===== config.mk =====
export PLATFORM = sky130hd
export DESIGN_NAME = delay_line_prog
export DESIGN_NICKNAME = d
export VERILOG_FILES = /design/src/rtl/delay_line_prog.sv
export SDC_FILE = /design/constraint.sdc
export NUM_CORES = 1
export LEC_CHECK = 0
export BUFFER_PORTS_ARGS = -buffer_cell sky130_fd_sc_hd__buf_4
export CAP_MARGIN = 15
export CORE_ASPECT_RATIO = 0.5
export CORE_MARGIN = 5
export CORE_UTILIZATION = 62
export CTS_BUF_LIST = sky130_fd_sc_hd__clkbuf_8
export DETAILED_ROUTE_END_ITERATION = 8
export PLACE_DENSITY = 0.86
export SYNTH_ARGS = -nofsm -noshare
export SYNTH_HDL_FRONTEND = slang
export SYNTH_SLANG_ARGS = --single-unit

===== constraint.sdc =====
create_clock -name clk -period 3.7 [get_ports clk]
set_input_delay 0.37 -clock clk [delete_from_list [all_inputs] [get_ports clk]]
set_output_delay 0.37 -clock clk [all_outputs]
set_load 0.01 [all_outputs]

===== src/rtl/delay_line_prog.sv =====
// delay_line_prog: programmable-depth delay line for data plus a valid qualifier.
// The delay is selected at runtime (1..MAX_DEPTH clock-enabled cycles). Changing the
// selected depth, flush and reset all empty the pipe. Output is a combinational tap
// of the registered stage selected by depth_cur.
//
// Handshake: d_valid qualifies d on every edge where ce=1 and no flush/depth change
// occurs; there is no ready signal because the pipe accepts one word per ce cycle
// unconditionally. q_valid qualifies q; the consumer must take q whenever q_valid=1,
// because the next ce edge replaces it.
module delay_line_prog #(
  parameter int WIDTH      = 8,
  parameter int MAX_DEPTH  = 8,
  parameter int SEL_W      = 4,
  parameter int RST_DEPTH  = 3,
  parameter bit CLEAR_DATA = 1'b1
) (
  input  logic             clk,
  input  logic             rst,
  input  logic             ce,
  input  logic             flush,
  input  logic [SEL_W-1:0] depth_sel,
  input  logic [WIDTH-1:0] d,
  input  logic             d_valid,
  output logic [WIDTH-1:0] q,
  output logic             q_valid,
  output logic [SEL_W-1:0] depth_cur,
  output logic             busy
);

  // Stage 1 is nearest the input; stage[depth_cur] is the output tap.
  logic [WIDTH-1:0] data_r [1:MAX_DEPTH];
  logic [MAX_DEPTH:1] valid_r;
  logic [SEL_W-1:0]   depth_r;
  logic [SEL_W-1:0]   sel_c;
  logic               depth_change;
  logic               clear_pipe;
  logic               do_shift;

  // Clamp the requested depth into the legal range 1..MAX_DEPTH.
  always_comb begin
    sel_c = depth_sel;
    if (depth_sel == '0) begin
      sel_c = SEL_W'(1);
    end else if (depth_sel > SEL_W'(MAX_DEPTH)) begin
      sel_c = SEL_W'(MAX_DEPTH);
    end
  end

  // Edge qualifiers. A depth change acts regardless of ce and empties the pipe
  // so that no word ever leaves with a latency other than the one it entered under.
  always_comb begin
    depth_change = (sel_c != depth_r);
    clear_pipe   = depth_change || flush;
    do_shift     = ce && !clear_pipe;
  end

  // Depth register: reset value, then follows the clamped selection.
  always_ff @(posedge clk) begin
    if (rst) begin
      depth_r <= SEL_W'(RST_DEPTH);
    end else if (depth_change) begin
      depth_r <= sel_c;
    end
  end

  // Valid bits: cleared by reset/flush/depth change, otherwise shift on ce.
  always_ff @(posedge clk) begin
    if (rst) begin
      valid_r <= '0;
    end else if (clear_pipe) begin
      valid_r <= '0;
    end else if (do_shift) begin
      valid_r <= {valid_r[MAX_DEPTH-1:1], d_valid};
    end
  end

  // Data stages: optionally zeroed on reset/flush/depth change, otherwise shift
  // on ce. Bubble data shifts too, so q shows whatever was presented with d_valid=0.
  always_ff @(posedge clk) begin
    if (rst || clear_pipe) begin
      if (CLEAR_DATA) begin
        for (int i = 1; i <= MAX_DEPTH; i++) begin
          data_r[i] <= '0;
        end
      end
    end else if (do_shift) begin
      data_r[1] <= d;
      for (int i = 2; i <= MAX_DEPTH; i++) begin
        data_r[i] <= data_r[i-1];
      end
    end
  end

  // Output tap and occupancy: select stage[depth_cur]; busy looks only at the
  // stages inside the active depth, the deeper stages are ignored.
  always_comb begin
    q       = '0;
    q_valid = 1'b0;
    busy    = 1'b0;
    for (int i = 1; i <= MAX_DEPTH; i++) begin
      if (SEL_W'(i) == depth_r) begin
        q       = data_r[i];
        q_valid = valid_r[i];
      end
      if (SEL_W'(i) <= depth_r) begin
        busy = busy | valid_r[i];
      end
    end
  end

  assign depth_cur = depth_r;

endmodule


==> impl_metrics.prom <==
# TYPE chip_impl_metric gauge
chip_impl_info{name="status",value="complete, but fails checks"} 1
chip_impl_info{name="violations_in_the_final_reports",value="design-rule violations"} 1
chip_impl_metric{name="synth_seq_cells",unit=""} 76
chip_impl_metric{name="worstPathRequired",unit="ps"} 3330
chip_impl_info{name="dominantRegCellSynth",value="edfxtp_1"} 1
chip_impl_metric{name="rows",unit=""} 20
chip_impl_metric{name="maxClockFrequency",unit="MHz"} 327.1
chip_impl_metric{name="global_route.usage.total",unit="%"} 22.00
chip_impl_metric{name="via_count_of_the_first_global_routing_pass",unit=""} 2622
chip_impl_metric{name="synthesis.area",unit="sq um"} 3924
chip_impl_metric{name="fin_crit_sh",unit="%"} 82.64
chip_impl_metric{name="later_pin_clock_latency_in_the_skew_report",unit="ps"} 340
chip_impl_info{name="cp-start-kind",value="register"} 1
chip_impl_metric{name="ant_nets",unit=""} 0
chip_impl_metric{name="hold_viol",unit=""} 0
chip_impl_metric{name="grt_max_degree",unit=""} 74
chip_impl_metric{name="synth.net_count",unit=""} 394
chip_impl_metric{name="max_cap_viol_count",unit=""} 0
chip_impl_metric{name="setup_viol",unit=""} 0
chip_impl_metric{name="synth_sequential_area_ratio",unit="%"} 55.10
chip_impl_metric{name="drt-total-wl",unit="mm"} 8.245
chip_impl_metric{name="num_antenna_cells",unit=""} 0
chip_impl_metric{name="wire_per_inst",unit="um"} 16.86
chip_impl_metric{name="final_standard_cell_count_with_taps_included_and_fillers_excluded",unit=""} 489
chip_impl_metric{name="numPlacedInstances",unit=""} 473
chip_impl_metric{name="critical_path.n_buffers_inverters",unit=""} 2
chip_impl_metric{name="reg2reg_setup_slack",unit="ps"} 1080
chip_impl_metric{name="asyncSetResetFlopFracSynth",unit="%"} 0
chip_impl_metric{name="post_cts.repair.setup_buffers",unit=""} 0
chip_impl_metric{name="multiInputGateArea",unit="sq um"} 1540
chip_impl_metric{name="grt_antenna_before_repair",unit=""} 0
chip_impl_metric{name="clockBufferDepth",unit=""} 2
chip_impl_metric{name="vdd_ir_drop_max",unit="uV"} 280.9
chip_impl_metric{name="regArea",unit="sq um"} 2162
chip_impl_metric{name="io_pins",unit=""} 31
chip_impl_metric{name="postCtsHoldBufs",unit=""} 0
chip_impl_metric{name="io_buffer_count",unit=""} 30
chip_impl_metric{name="crit_fanout",unit=""} 23
chip_impl_info{name="synth_area_leaders",value="edfxtp_1 49%, nand2_1 7.4%, dfxtp_1 6.1%"} 1
chip_impl_metric{name="place_congestion",unit=""} 0.8437
chip_impl_metric{name="first_pass_grt_wire_length",unit="mm"} 13.56
chip_impl_info{name="critical_path.endpoint_type",value="output pin"} 1
chip_impl_metric{name="yosys.cell_types.count",unit=""} 46
chip_impl_info{name="cts_tree",value="done"} 1
chip_impl_metric{name="worst_path_largest_cell_delay",unit="ps"} 860
chip_impl_metric{name="vias",unit=""} 2908
chip_impl_info{name="timing.critical_path.mode_cell",value="buf_4"} 1
chip_impl_metric{name="drcViolationCount",unit=""} 1
chip_impl_metric{name="final_layout_size_suffix_gt1_share",unit="%"} 23.94
chip_impl_info{name="critical-path-top-delay-family",value="flip-flops"} 1
chip_impl_metric{name="period_minus_slack",unit="ps"} 3058
chip_impl_metric{name="slew_headroom",unit="%"} 41.15
chip_impl_metric{name="die_height",unit="um"} 66.25
chip_impl_info{name="crit_path_cell_trace",value="buf_4, mux2_2, a222oi_1, o221ai_1, buf_4"} 1
chip_impl_metric{name="ctsHtreeMaxLevel",unit=""} 3
chip_impl_metric{name="syn-mean-instance-area",unit="sq um"} 10.41
chip_impl_info{name="unrepaired_setup_endpoints_after_global_routing",value="false"} 1
chip_impl_metric{name="dieWidth",unit="um"} 122.5
chip_impl_metric{name="cts.sink_count",unit=""} 76
chip_impl_metric{name="die_area",unit="sq um"} 8116
chip_impl_info{name="clock-root-buffer",value="clkbuf_8"} 1
chip_impl_metric{name="power.leakage",unit="nW"} 1.595
chip_impl_metric{name="p_per_area",unit="nW/um^2"} 384.4
chip_impl_metric{name="hpwl",unit="mm"} 5.429
chip_impl_metric{name="tritoncts_buffer_count",unit=""} 9
chip_impl_metric{name="overflow",unit=""} 0
chip_impl_metric{name="core_region_area",unit="sq um"} 6106
chip_impl_metric{name="setup-tns-final",unit="ps"} 0
chip_impl_metric{name="viasPerCell",unit=""} 5.947
chip_impl_metric{name="maxSlewViolCount",unit=""} 0
chip_impl_info{name="timing.setup.critical_path_class",value="register to output pin"} 1
chip_impl_info{name="netlist.top_cell.by_area",value="edfxtp_1"} 1
chip_impl_metric{name="clkTransAtPathRegs",unit="ps"} 70
chip_impl_metric{name="synth_enable_flop_cells",unit=""} 64
chip_impl_metric{name="dr_pass1_iterations",unit=""} 9
chip_impl_metric{name="fillerInstances",unit=""} 458
chip_impl_metric{name="clock_skew",unit="ps"} 8.346
chip_impl_info{name="timing.hold.worst.class",value="input port to register"} 1
chip_impl_metric{name="yosysWarnings",unit=""} 0
chip_impl_metric{name="postCtsResizedCells",unit=""} 0
chip_impl_metric{name="synth_cells",unit=""} 377
chip_impl_metric{name="worst-slew-pin-transition",unit="ps"} 882.7
chip_impl_metric{name="timing.critical_path.arrival",unit="ps"} 2690
chip_impl_metric{name="final_net_count",unit=""} 413
chip_impl_metric{name="synth_top_area_share",unit="%"} 48.98
chip_impl_metric{name="start_util",unit="%"} 64.26
chip_impl_metric{name="area_growth_syn_to_layout",unit="%"} 9.885
chip_impl_info{name="critical-path-slowest-cell",value="dfxtp_1"} 1
chip_impl_metric{name="drt-initial-drc-count",unit=""} 497
through the flow:
step	area (sq um)	setup WS [ps]	util [%]	hold slack (ps)	power, W
2_1_floorplan	3924	642.2	-	436.7	0.001043
3_3_place_gp	4129	1175	67.62	479.7	0.001079
3_5_place_dp	4129	1049	67.62	521.8	0.001084
4_1_cts	4312	663.7	70.61	198.7	0.001665
5_1_grt	4312	498.7	70.61	206.3	0.001722
6_report	4312	642.4	70.61	215.5	0.001657
path summary, 6_finish.rpt:
| kind | start | endpoint | cells past startpoint |
|---|---|---|---|
| worst max-delay path | depth_cur[1] | q[6] | 5 |
| worst min-delay path | rst | depth_cur[3] | 2 |
| worst max register to register | depth_cur[0] | data_r[0][59] | 5 |
| worst min register to register | valid_r[8] | valid_r[8] | 2 |
synth_stat cells, types with 2 or more instances:
master,instances
buf_4,2
inv_1,11
nor2_1,51
or3_1,2
or2_2,6
o21ai_0,9
mux2i_1,16
a31oi_1,2
nor4_1,2
xor2_1,2
buf_6,8
dfxtp_1,12
a21o_1,2
a222oi_1,6
mux2_2,7
a21oi_1,9
nand2b_1,4
buf_2,9
nor3b_1,3
edfxtp_1,64
o221ai_1,7
nor2_2,30
a22oi_1,2
a2bb2oi_1,5
nand2_1,77
clkbuf_1,8
o211ai_1,2
layer usage:
| metal | vias up | track usage (%) | share of wire, % |
|---|---|---|---|
| li1 | 1359 | - | - |
| met1 | 1380 | 32.27 | 45 |
| met2 | 159 | 31.44 | 44 |
| met3 | 10 | 6.068 | 11 |
| met4 | 0 | 7.113 | 1.1 |
| met5 | - | 0 | 0 |
placed cells by master (no fill, tap or decap), types with 2 or more instances in the layout:
| master | count |
|---|---|
| nor4_1 | 2 |
| o21ai_0 | 9 |
| nor2_1 | 51 |
| a21oi_1 | 9 |
| a2bb2oi_1 | 5 |
| edfxtp_1 | 64 |
| nand2_1 | 77 |
| a21o_1 | 2 |
| nor3b_1 | 3 |
| dfxtp_1 | 12 |
| nor2_2 | 30 |
| o211ai_1 | 2 |
| or2_2 | 7 |
| a22oi_1 | 2 |
| nand2b_1 | 4 |
| clkbuf_8 | 9 |
| inv_1 | 12 |
| a31oi_1 | 2 |
| mux2_2 | 7 |
| a222oi_1 | 6 |
| xor2_1 | 2 |
| mux2i_1 | 16 |
| o221ai_1 | 7 |
| or3_1 | 2 |
| clkinv_1 | 3 |
| buf_4 | 34 |
sequential cells by signal (all words and copies together) (netlist names):
name,count
data_r,64
valid_r,8
depth_cur,4
layout make-up:
class | count | area share [%]
Multi-Input combinational cell | 263 | 35.72
Clock buffer | 9 | 2.873
Inverter | 11 | 0.9576
Sequential cell | 76 | 50.14
Timing Repair Buffer | 35 | 6.384
Clock inverter | 7 | 1.364
Tap cell | 88 | 2.554
cells by family (layout without fill, tap and decap cells):
| family | Yosys count | after routing | share of synthesized area (%) |
|---|---|---|---|
| buf+inv | 38 | 62 | 5.644 |
| mux | 23 | 23 | 6.091 |
| compound gates | 55 | 55 | 10.71 |
| flops | 76 | 76 | 55.10 |
| simple gates | 183 | 183 | 22.00 |
| xor+xnor | 2 | 2 | 0.4465 |
where the power goes:
group | internal (W) | switching, W | leakage, nW
clock network | 0.000302 | 0.000289 | 0.0969
logic | 0.0000535 | 0.0000712 | 0.614
registers | 0.000924 | 0.0000174 | 0.885
total | 0.00128 | 0.000377 | 1.60
Note: power is estimated with default switching activity, not from simulation.
